==> config.mk <==
export PLATFORM = sky130hd
export DESIGN_NAME = dcache2frame_rd_sched
export DESIGN_NICKNAME = d
export VERILOG_FILES = /design/src/rtl/dcache2frame_pkg.sv /design/src/rtl/dcache2frame_rd_sched.sv
export SDC_FILE = /design/constraint.sdc
export NUM_CORES = 1
export LEC_CHECK = 0
export BUFFER_PORTS_ARGS = -buffer_cell sky130_fd_sc_hd__buf_2
export CORE_AREA = 4 4 89 91
export CTS_CLUSTER_DIAMETER = 120
export DETAILED_ROUTE_END_ITERATION = 8
export DIE_AREA = 0 0 93 95
export PLACE_DENSITY = 0.78
export SYNTH_ARGS = -nofsm -noshare
export SYNTH_HDL_FRONTEND = slang
export SYNTH_SLANG_ARGS = --single-unit
==> constraint.sdc <==
create_clock -name rd_clk -period 3.08 [get_ports rd_clk]
set_input_delay 0.308 -clock rd_clk [delete_from_list [all_inputs] [get_ports rd_clk]]
set_output_delay 0.308 -clock rd_clk [all_outputs]
set_load 0.02 [all_outputs]
==> src/rtl/dcache2frame_pkg.sv <==
// Shared definitions for the Dcache2Frame read-side scheduler.
package dcache2frame_pkg;

  typedef enum logic [2:0] {
    ST_IDLE    = 3'd0,
    ST_HDR0    = 3'd1,
    ST_HDR1    = 3'd2,
    ST_PAYLOAD = 3'd3,
    ST_PAD     = 3'd4,
    ST_CSUM    = 3'd5
  } state_e;

  localparam logic [7:0] SYNC_BYTE_DEF = 8'hA5;
  localparam logic [7:0] PAD_BYTE_DEF  = 8'h00;

  // Trailer byte that makes SEQ + body + trailer sum to zero mod 256.
  function automatic logic [7:0] csum_tail(input logic [7:0] acc);
    return (~acc) + 8'd1;
  endfunction

endpackage

==> src/rtl/dcache2frame_rd_sched.sv <==
// Drains the show-ahead FIFO into SYNC/SEQ/payload/CSUM frames on a valid/ready
// byte stream, padding the remainder of a frame after a sustained underflow.
module dcache2frame_rd_sched
  import dcache2frame_pkg::*;
#(
  parameter int unsigned FRAME_LEN = 256,
  parameter int unsigned LEN_W     = 16,
  parameter logic [7:0]  SYNC_BYTE = SYNC_BYTE_DEF,
  parameter logic [7:0]  PAD_BYTE  = PAD_BYTE_DEF,
  parameter int unsigned TIMEOUT   = 1024
) (
  input  logic        rd_clk,
  input  logic        rd_rst_n,
  input  logic        enable,
  input  logic        clr_status,
  input  logic        fifo_rd_vld,
  input  logic [7:0]  fifo_rd_data,
  output logic        fifo_rd_en,
  output logic [7:0]  out_data,
  output logic        out_valid,
  input  logic        out_ready,
  output logic        out_sof,
  output logic        out_last,
  output logic        busy,
  output logic [15:0] frame_cnt,
  output logic        underrun
);

  localparam int unsigned STALL_W = $clog2(TIMEOUT);
  localparam logic [LEN_W-1:0]   LAST_IDX  = LEN_W'(FRAME_LEN - 1);
  localparam logic [STALL_W-1:0] STALL_MAX = STALL_W'(TIMEOUT - 1);

  state_e             state_q, state_d;
  logic [7:0]         seq_q, seq_d;
  logic [7:0]         csum_q, csum_d;
  logic [LEN_W-1:0]   byte_cnt_q, byte_cnt_d;
  logic [STALL_W-1:0] stall_cnt_q, stall_cnt_d;
  logic [15:0]        frame_cnt_q, frame_cnt_d;
  logic               underrun_q, underrun_d;
  logic               xfer_s;

  // Stream and FIFO handshake outputs decoded from the current state.
  always_comb begin
    out_data   = 8'h00;
    out_valid  = 1'b0;
    out_sof    = 1'b0;
    out_last   = 1'b0;
    fifo_rd_en = 1'b0;
    case (state_q)
      ST_HDR0: begin
        out_data  = SYNC_BYTE;
        out_valid = 1'b1;
        out_sof   = 1'b1;
      end
      ST_HDR1: begin
        out_data  = seq_q;
        out_valid = 1'b1;
      end
      ST_PAYLOAD: begin
        out_data   = fifo_rd_data;
        out_valid  = fifo_rd_vld;
        fifo_rd_en = fifo_rd_vld && out_ready;
      end
      ST_PAD: begin
        out_data  = PAD_BYTE;
        out_valid = 1'b1;
      end
      ST_CSUM: begin
        out_data  = csum_tail(csum_q);
        out_valid = 1'b1;
        out_last  = 1'b1;
      end
      default: begin
        out_data = 8'h00;
      end
    endcase
  end

  assign xfer_s = out_valid && out_ready;

  // Next-state, counters, checksum and sticky status.
  always_comb begin
    state_d     = state_q;
    seq_d       = seq_q;
    csum_d      = csum_q;
    byte_cnt_d  = byte_cnt_q;
    stall_cnt_d = stall_cnt_q;
    frame_cnt_d = frame_cnt_q;
    underrun_d  = clr_status ? 1'b0 : underrun_q;
    case (state_q)
      ST_IDLE: begin
        csum_d      = 8'h00;
        byte_cnt_d  = '0;
        stall_cnt_d = '0;
        if (enable && fifo_rd_vld) state_d = ST_HDR0;
      end
      ST_HDR0: begin
        if (xfer_s) state_d = ST_HDR1;
      end
      ST_HDR1: begin
        if (xfer_s) begin
          csum_d  = csum_q + seq_q;
          state_d = ST_PAYLOAD;
        end
      end
      ST_PAYLOAD: begin
        if (xfer_s) begin
          csum_d      = csum_q + fifo_rd_data;
          byte_cnt_d  = byte_cnt_q + {{(LEN_W-1){1'b0}}, 1'b1};
          stall_cnt_d = '0;
          if (byte_cnt_q == LAST_IDX) state_d = ST_CSUM;
        end else if (!fifo_rd_vld) begin
          stall_cnt_d = stall_cnt_q + {{(STALL_W-1){1'b0}}, 1'b1};
          // A set in the same cycle as clr_status overrides the clear.
          if (stall_cnt_d == STALL_MAX) begin
            underrun_d = 1'b1;
            state_d    = ST_PAD;
          end
        end
      end
      ST_PAD: begin
        if (xfer_s) begin
          csum_d     = csum_q + PAD_BYTE;
          byte_cnt_d = byte_cnt_q + {{(LEN_W-1){1'b0}}, 1'b1};
          if (byte_cnt_q == LAST_IDX) state_d = ST_CSUM;
        end
      end
      ST_CSUM: begin
        if (xfer_s) begin
          seq_d       = seq_q + 8'd1;
          frame_cnt_d = frame_cnt_q + 16'd1;
          state_d     = ST_IDLE;
        end
      end
      default: begin
        state_d = ST_IDLE;
      end
    endcase
  end

  // State and datapath registers.
  always_ff @(posedge rd_clk or negedge rd_rst_n) begin
    if (!rd_rst_n) begin
      state_q     <= ST_IDLE;
      seq_q       <= 8'h00;
      csum_q      <= 8'h00;
      byte_cnt_q  <= '0;
      stall_cnt_q <= '0;
      frame_cnt_q <= 16'h0000;
      underrun_q  <= 1'b0;
    end else begin
      state_q     <= state_d;
      seq_q       <= seq_d;
      csum_q      <= csum_d;
      byte_cnt_q  <= byte_cnt_d;
      stall_cnt_q <= stall_cnt_d;
      frame_cnt_q <= frame_cnt_d;
      underrun_q  <= underrun_d;
    end
  end

  assign busy      = (state_q != ST_IDLE);
  assign frame_cnt = frame_cnt_q;
  assign underrun  = underrun_q;

endmodule
==> results of run 1 <==
-- placed cells by master, fill, tap and decap left out, types with 4 or more instances in the layout --
| cell | instances |
|---|---|
| nor2b_1 | 4 |
| dfrtp_1 | 62 |
| buf_4 | 7 |
| o21ai_1 | 4 |
| nand3_1 | 19 |
| or3_1 | 5 |
| nor2_1 | 31 |
| clkbuf_8 | 9 |
| nor3_1 | 9 |
| xor2_1 | 17 |
| a31oi_1 | 7 |
| xnor2_1 | 24 |
| o21ai_0 | 29 |
| nand4_1 | 7 |
| inv_1 | 23 |
| nand2_1 | 74 |
| o31ai_1 | 4 |
| ha_1 | 13 |
| a21oi_1 | 24 |
| buf_2 | 43 |
| o22ai_1 | 5 |
| and3_1 | 7 |
| mux2i_1 | 5 |
-- state kept, by name, summed over array words and instances, names as in the netlist --
name	cells
byte_cnt_q	16
csum_q	8
frame_cnt	16
seq_q	8
stall_cnt_q	10
state_q	3
underrun	1
-- power groups by stage --
stage,Clock (W),Combinational [W],Sequential (W)
after floorplan,0,0.000808,0.00107
after global placement,0,0.00102,0.00111
after detailed placement,0,0.00105,0.00111
after CTS,0.000842,0.00106,0.00110
after global routing,0.000876,0.00120,0.00112
final,0.000822,0.00106,0.00110
-- critical path, cell delays in order (launching register included) --
cell	delay (ns)
dfrtp_1	0.50
nand3b_1	0.28
o21ai_0	0.29
ha_1	0.21
inv_1	0.05
fa_1	0.37
nor2b_1	0.18
o21ai_1	0.10
a21boi_1	0.19
o21a_1	0.15
o21ai_0	0.08
a32o_1	0.26
-- routing by layer --
metal / routed length (um) / track usage [%] / share of wire, %
met1: 3830 / 26.5 / 45
met2: 4150 / 34.4 / 49
met3: 407 / 4.46 / 4.8
met4: 129 / 8.06 / 1.5
met5: 0 / 0 / 0
-- how the worst max path moves through the flow --
stage	end	depth (start not counted)
after CTS	csum_q[6]	11
after detailed placement	csum_q[6]	11
after global routing	csum_q[7]	11
after floorplan	csum_q[6]	13
final	csum_q[6]	11
after global placement	csum_q[6]	11
-- kinds of logic (layout without fill, tap and decap cells) --
| family | Yosys count | after routing |
|---|---|---|
| adder cells (fa/ha/maj) | 15 | 15 |
| buffers and inverters | 39 | 90 |
| AO/OA/AOI/OAI | 92 | 92 |
| multiplexers | 7 | 7 |
| flip-flops | 62 | 62 |
| AND/OR/NAND/NOR | 180 | 180 |
| XOR/XNOR | 41 | 41 |
-- through the flow --
step / util [%] / hold WS [ns] / setup slack (ns)
floorplan: - / 0.0124 / 0.435
global placement: 58.5 / 0.457 / 0.511
detailed placement: 58.5 / 0.458 / 0.368
CTS: 61.7 / 0.109 / 0.355
global route: 61.7 / 0.161 / 0.164
finish: 61.7 / 0.0862 / 0.319
-- area by class of cell --
class	count	share of cell area, %
clock buffer	9	2.81
multi-input combinational	335	48.6
clock inverter	7	2.39
inverter	24	2.05
timing repair buffer	50	6.08
sequential	62	35.2
tap	99	2.81
==> flow_summary_export.csv, run 1 <==
group,metric,value,unit
pwr,swShare,38.8,%
yosys,synth_common_cells,"74 x nand2_1, 62 x dfrtp_1, 31 x nor2_1, 29 x o21ai_0",
setup_path,cp-end-kind,"flip-flop",
floorplanning,fp.dieW,93,um
global_routing,grt_overflow,0,
yosys,syn_nets,464,
run,max-cap-violations,0,
yosys,yosysTopAreaCell,"dfrtp_1",
final_layout,final_nets,510,
yosys,synth-compound-area-share,14.9,%
drt,ant_nets,0,
yosys,yosysSeqAreaShare,40.2,%
cts,cts_tree,"done",
drt,first_pass_iters,4,
yosys,synth-simple-area-share,24.4,%
yosys,synth_top_area_share,40.2,%
outcome,status,"complete, no violations",
drt,drc_errors,0,
pwr,power_density,677,nW/um^2
sta,finalSetupViolCount,0,
cts,cts_root_buf,"clkbuf_8",
setup_path,required,3.31,ns
yosys,synth_fa_ha_area_share,5.00,%
cts,clock-sinks,62,
floorplanning,die_h,95,um
pwr,p_total,0.00298,W
drt,wl_per_cell,14.5,um
hold_path,worst_hold_path_type,"input pin to async pin",
yosys,muxShareOfSynthArea,1.88,%
yosys,synth_top_flop_cell,"dfrtp_1",
setup_path,r2r_setup_slack,0.32,ns
placement,io_buffers,43,
final_layout,multi_input_area,2140,sq um
setup_path,critPathLaunch,"state_q[1]",
sta,clock_skew,0.0109,ns
pwr,peakVddDrop,0.000527,V
drt,drt-total-wl,8.51,mm
yosys,ys_ff_latch,62,
pwr,power_frac_clock,27.6,%
pwr,switchingPower,0.00116,W
setup_path,cp_max_fo,10,
final_layout,syn2layout_area_growth,14.1,%
sta,setup_tns,0,ns
sta,post-route-period-util,89.6,%
placement,hpwl,6.31,mm
yosys,postSynth.asyncResetShare,100,%
cts,clockBufferDepth,2,
sta,finalMaxSlewViolations,0,
cts,htreeDepth,3,
global_routing,grt_max_degree,42,
yosys,yosysWarnings,0,
floorplanning,fp-row-count,31,
global_routing,grt_pass1_wl,14.7,mm
cts,cts_resized,0,
floorplanning,start_util,54.0,%
setup_path,r2r_cells,11,
sta,max-slew-margin-rel,41.5,%
yosys,synthXorXnorAreaFrac,9.31,%
placement,dpl.cell_count,570,
sta,worstMarginPinSlew,0.877,ns
cts,cts_buffers,9,
pwr,p_comb_share,35.6,%
setup_path,cp_data_arrival_time,2.99,ns
sta,fin_crit,2.76,ns
setup_path,r2r-start,"state_q[1]",
cts,cts.clk_slew.worst_paths,0.08,ns
placement,placed_area,4170,sq um
global_routing,antenna_found_initial,0,
cts,clk_latency,0.34,ns
yosys,synthCells,436,
yosys,synth_area_leaders,"dfrtp_1 40%, nand2_1 7.2%, xnor2_1 5.5%",
drt,via_per_inst,5.62,
placement,place_congestion,0.873,
yosys,synth_top_family_by_area,"simple AND/OR/NAND/NOR gates",
cts,post_cts_buffers,0,
sta,fmaxAchievable,0.362,GHz
final_layout,stdcell_count,586,
pwr,p_int,0.00182,W
yosys,synth.most_common_cell,"nand2_1",
yosys,synth_edf_count,0,
pwr,p_leak,2.12,nW
global_routing,grt_pass1_vias,3245,
setup_path,start_kind,"flip-flop",
floorplanning,die_area,8840,sq um
global_routing,track_usage,20.7,%
pwr,power.share.sequential,36.8,%
drt,drt_iter0_markers,144,
final_layout,n_antenna_cell,0,
yosys,syn_avg_cell_area,8.84,sq um
floorplanning,core_area,7140,sq um
floorplanning,io-pin-count,44,
cts,ctsHoldBuffers,0,
yosys,syn-cell-area,3860,sq um
setup_path,reg2reg_to,"csum_q[6]",
final_layout,drive_above_1_share,16.8,%
final_layout,design_area,4400,sq um
final_layout,nFillCells,637,
final_layout,regArea,1550,sq um
setup_path,worstSetupPathType,"flip-flop to flip-flop",
drt,routed-via-count,3293,
yosys,synth_cell_types,57,
sta,grt_setup_unrepaired,"no",
sta,final_hold_viol_count,0,
Power figures use the tool's default switching activity.
==> run 2: changes to the inputs <==
Settings changed: RECOVER_POWER set to 100.
==> run 2 against run 1 <==
Net effect: the run now ends with capacitance limit, slew limit left; die area did not move; clock skew fell by 0.00089 ns; non-clock buffer count did not move; sequential share of layout area rose by 0.93 points; highest routed layer unchanged; cell area fell by 2.6%; core utilization fell by 1.6 points; worst hold slack improved by 0.067 ns; sequential cell count did not move; register-to-register slack got worse by 0.06 ns.
==> flow_summary_export.csv, run 2 (synthesis gave the netlist of run 1 again) <==
group,metric,value,unit
outcome,status,"finished with violations",
outcome,violations,"capacitance limit, slew limit",
drt,routed-via-count,3279,
setup_path,reg2reg_to,"csum_q[6]",
cts,cts_resized,0,
hold_path,hold_end,"underrun",
cts,post_cts_buffers,0,
floorplanning,die_area,8840,sq um
cts,clock-sinks,62,
global_routing,grt_pass1_vias,3245,
final_layout,drive_above_1_share,8.42,%
floorplanning,fp-row-count,31,
sta,max-slew-margin-rel,-39.1,%
sta,whs,0.153,ns
drt,ant_nets,0,
floorplanning,io-pin-count,44,
drt,drc_errors,0,
setup_path,start_kind,"flip-flop",
setup_path,worstSetupPathType,"flip-flop to flip-flop",
floorplanning,start_util,54.0,%
setup_path,crit_family,"compound AO/OA/AOI/OAI gates",
setup_path,cp-end-kind,"flip-flop",
floorplanning,fp.dieW,93,um
floorplanning,core_area,7140,sq um
cts,clockBufferDepth,2,
setup_path,timing.critical_path.buf_inv,1,
cts,cts_tree,"done",
pwr,swShare,39.1,%
pwr,p_comb_share,34.7,%
setup_path,r2r_cells,11,
global_routing,grt_overflow,0,
sta,setup_slack,0.262,ns
sta,finalMaxSlewViolations,42,
final_layout,nFillCells,658,
pwr,p_leak,1.94,nW
setup_path,required,3.31,ns
hold_path,min_from,"clr_status",
final_layout,syn2layout_area_growth,11.2,%
pwr,p_int,0.00179,W
global_routing,track_usage,20.7,%
drt,first_pass_iters,5,
cts,ctsHoldBuffers,0,
global_routing,antenna_found_initial,0,
setup_path,cp_max_fo,10,
hold_path,worst_hold_path_type,"input pin to flip-flop",
run,max-cap-violations,1,
sta,post-route-period-util,91.5,%
setup_path,cp_data_arrival_time,3.05,ns
pwr,peakVddDrop,0.000504,V
setup_path,max_stage_delay,0.50,ns
drt,via_per_inst,5.60,
final_layout,final_common_cell,"nand2_1",
placement,dpl.cell_count,570,
final_layout,final_cell_mix,"74 x nand2_1, 62 x dfrtp_1, 33 x clkbuf_1",
drt,wl_per_cell,14.6,um
sta,worstMarginPinSlew,2.09,ns
floorplanning,die_h,95,um
setup_path,r2r-start,"state_q[1]",
sta,fmaxAchievable,0.355,GHz
global_routing,grt_pass1_wl,14.7,mm
cts,cts_buffers,9,
placement,dp_slack,0.368,ns
setup_path,critPathSlowestCell,"dfrtp_1",
final_layout,fin_util,60.1,%
cts,cts.clk_slew.worst_paths,0.08,ns
final_layout,final_nets,510,
global_routing,grt_max_degree,42,
setup_path,critical_path.cell_chain,"nand3b_1 > o21ai_0 > ha_1 > inv_1 > fa_1 > nor2b_1 > o21ai_1 > a21boi_0 > o21a_1 > o21ai_0 > a32o_1",
final_layout,stdcell_count,586,
pwr,power_density,685,nW/um^2
pwr,power.share.sequential,37.3,%
drt,drt_iter0_markers,173,
sta,fin_crit,2.82,ns
placement,io_buffers,43,
placement,place_congestion,0.873,
pwr,switchingPower,0.00115,W
drt,drt-total-wl,8.56,mm
cts,cts_root_buf,"clkbuf_8",
placement,hpwl,6.31,mm
cts,clk_latency,0.34,ns
sta,final_hold_viol_count,0,
hold_path,hold_depth,2,
sta,setup_tns,0,ns
cts,htreeDepth,3,
sta,clock_skew,0.0100,ns
final_layout,n_antenna_cell,0,
pwr,power_frac_clock,28.0,%
setup_path,path_common_cell,"o21ai_0",
setup_path,r2r_setup_slack,0.26,ns
sta,finalSetupViolCount,0,
sta,grt_setup_unrepaired,"no",
[run 2: layout make-up]
type	count	area, sq um	area share [%]
sequential	62	1550	36.2
clock buffer	9	124	2.89
multi-input combinational	335	2080	48.5
tap	99	124	2.89
clock inverter	7	105	2.45
timing repair buffer	50	216	5.05
inverter	24	90.1	2.10
[run 2: stage by stage]
stage | instance area [sq um] | total power (W)
floorplan | 3860 | 0.00188
global placement | 4170 | 0.00212
detailed placement | 4170 | 0.00216
CTS | 4400 | 0.00300
global route | 4290 | 0.00315
finish | 4290 | 0.00294
[run 2: worst register-to-register path: cells and delay by family, from the launching register on]
kind | cells | cell delay, ns
DFF | 1 | 0.50
and+or+nand+nor | 2 | 0.46
adders and majority gates | 2 | 0.58
buffers and inverters | 1 | 0.06
AOI/OAI and AO/OA | 6 | 1.12
[run 2: power groups by stage]
stage                     clock, W  sequential, W  combinational (W)
final                     0.000824        0.00110            0.00102
after global routing      0.000876        0.00112            0.00116
after CTS                 0.000842        0.00110            0.00106
after detailed placement         0        0.00111            0.00105
after global placement           0        0.00111            0.00102
after floorplan                  0        0.00107           0.000808
[run 2: layer usage]
metal	vias up	GRT usage [%]	part of all wire, %
met3	11	4.46	5.6
met2	97	34.4	49
li1	1618	-	-
met1	1553	26.5	45
met5	-	0	0
met4	0	8.06	1.1
[run 2: worst max path at each step]
stage,endpoint,from,slack (ns),cells after the start
after CTS,csum_q[6],state_q[1],0.35,11
final,csum_q[6],state_q[1],0.26,11
after global placement,csum_q[6],state_q[1],0.51,11
after detailed placement,csum_q[6],state_q[1],0.37,11
after global routing,csum_q[6],state_q[1],0.1,12
after floorplan,csum_q[6],state_q[2],0.43,13
==> run 3: changes to the inputs <==
Settings changed: CORE_AREA 4 4 89 91 to 4 4 102 80, DIE_AREA 0 0 93 95 to 0 0 106 84, PLACE_DENSITY 0.78 to 0.77.
==> run 3 against run 2 <==
Net effect: the flow now finishes without violations; count of clock-buffer cells in the layout is the same; register-to-register slack gained 0.098 ns; core utilization barely moved; non-clock buffer count up 1; worst setup slack gained 0.021 ns; via count grew 2.0%; fmax rose by 0.73%; power increased by 0.62%; cell area is 0.29% higher; global-route usage is essentially flat; critical path type is now flip-flop to output port; largest cell class unchanged.
==> flow_summary_export.csv, run 3 (synthesis gave the netlist of run 1 again) <==
group,metric,value,unit
setup_path,crit_cells,5,
setup_path,critical_path.cell_chain,"clkbuf_1 > nor3_1 > buf_4 > a21oi_1 > buf_2",
final_layout,drive_above_1_share,8.61,%
sta,finalSetupViolCount,0,
sta,fin_crit,2.80,ns
hold_path,worst_hold_path_type,"input pin to flip-flop",
pwr,peakVddDrop,0.000425,V
floorplanning,core_area,7160,sq um
sta,fmaxAchievable,0.357,GHz
cts,clock-sinks,62,
setup_path,worstSetupPathType,"flip-flop to output port",
final_layout,fin_util,60.1,%
setup_path,required,2.77,ns
pwr,power_density,688,nW/um^2
sta,whs,0.179,ns
pwr,p_leak,1.95,nW
final_layout,n_antenna_cell,0,
cts,cts.clk_slew.worst_paths,0.08,ns
global_routing,grt_overflow,0,
sta,max-slew-margin-rel,7.72,%
placement,hpwl,6.45,mm
cts,clk_latency,0.35,ns
floorplanning,die_h,84,um
final_layout,nFillCells,690,
global_routing,grt_pass1_wl,14.9,mm
final_layout,stdcell_count,589,
drt,drt_iter0_markers,395,
drt,ant_nets,0,
placement,dpl.cell_count,572,
floorplanning,fp-row-count,27,
global_routing,grt_pass1_vias,3048,
cts,post_cts_buffers,0,
outcome,status,"complete, no violations",
drt,via_per_inst,5.68,
floorplanning,fp.dieW,106,um
final_layout,final_common_cell,"nand2_1",
sta,post-route-period-util,90.8,%
sta,finalMaxSlewViolations,0,
sta,final_hold_viol_count,0,
floorplanning,die_area,8900,sq um
floorplanning,start_util,53.8,%
cts,htreeDepth,3,
setup_path,cp_max_fo,18,
cts,cts_root_buf,"clkbuf_8",
setup_path,max_stage_delay,0.82,ns
run,max-cap-violations,0,
cts,clockBufferDepth,2,
setup_path,cp-end-kind,"output port",
drt,wl_per_cell,15.0,um
cts,cts_tree,"done",
global_routing,grt_max_degree,38,
sta,setup_tns,0,ns
global_routing,antenna_found_initial,0,
setup_path,critPathSlowestCell,"nor3_1",
final_layout,final_nets,511,
cts,cts_buffers,9,
drt,drc_errors,0,
setup_path,crit_family,"buffers and inverters",
setup_path,timing.critical_path.buf_inv,3,
sta,worstMarginPinSlew,1.38,ns
hold_path,hold_depth,2,
setup_path,start_kind,"flip-flop",
setup_path,r2r_cells,11,
placement,io_buffers,43,
floorplanning,io-pin-count,44,
final_layout,syn2layout_area_growth,11.6,%
sta,clock_skew,0.00944,ns
drt,drt-total-wl,8.85,mm
final_layout,final_cell_mix,"74 x nand2_1, 62 x dfrtp_1, 32 x nor2_1, 32 x clkbuf_1, 30 x o21ai_0",
drt,routed-via-count,3344,
global_routing,track_usage,20.7,%
setup_path,cp_data_arrival_time,2.49,ns
placement,place_congestion,0.899,
drt,first_pass_iters,5,
sta,grt_setup_unrepaired,"no",
[run 3: cell types whose count changed in the layout (fill, tap and decap cells not counted)]
cell           delta
inv_8             -1
clkbuf_1          -1
or4_4             +1
inv_6             +2
dlygate4sd3_1     +1
nor2_2            -1
clkinv_4          -1
buf_2             +1
nor2_1            +1
or4_1             -1
[run 3: power breakdown]
group | switching (W) | internal (W) | leakage, nW
registers | 0.000173 | 0.000925 | 0.822
clock network | 0.000357 | 0.000467 | 0.111
logic | 0.000629 | 0.000409 | 1.02
[run 3: repair_timing]
| action | CTS | global route |
|---|---|---|
| resized for setup | 0 | 0 |
| hold endpoints to repair | 25 | 0 |
| hold buffers | 1 | 0 |
[run 3: worst paths after layout]
kind,from,end,slack [ns]
setup reg to reg,state_q[2],csum_q[6],0.36
hold / removal,clr_status,underrun,0.18
max in group asynchronous,rd_rst_n,stall_cnt_q[0],0.66
setup / recovery,state_q[1],out_valid,0.28
hold reg to reg,frame_cnt[15],frame_cnt[15],0.48
min in group asynchronous,rd_rst_n,frame_cnt[14],0.81
[run 3: final cells by class]
class	count	area [sq um]	share of cell area (%)
clock buffers	9	124	2.88
clock inverters	7	103	2.39
inverters	24	90.1	2.09
multi-input cells	335	2080	48.3
flip-flops and latches	62	1550	36.1
well taps	101	126	2.94
repair buffers	51	228	5.29
[run 3: stage by stage]
step / area, sq um / setup slack (ns) / total power [W]
6_report: 4300 / 0.283 / 0.00296
3_5_place_dp: 4180 / 0.473 / 0.00216
3_3_place_gp: 4180 / 0.539 / 0.00213
2_1_floorplan: 3860 / 0.435 / 0.00188
4_1_cts: 4410 / 0.439 / 0.00300
5_1_grt: 4300 / 0.0780 / 0.00318
[run 3: layer usage]
layer  up-vias  part of all wire (%)  GRT usage (%)  wire (um)
met4         0                  0.79           6.00         70
li1       1628                     -              -          -
met1      1575                    47           29.3       4200
met2       129                    45           31.1       4030
met5         -                     0              0          0
met3        12                   6.3           5.65        556
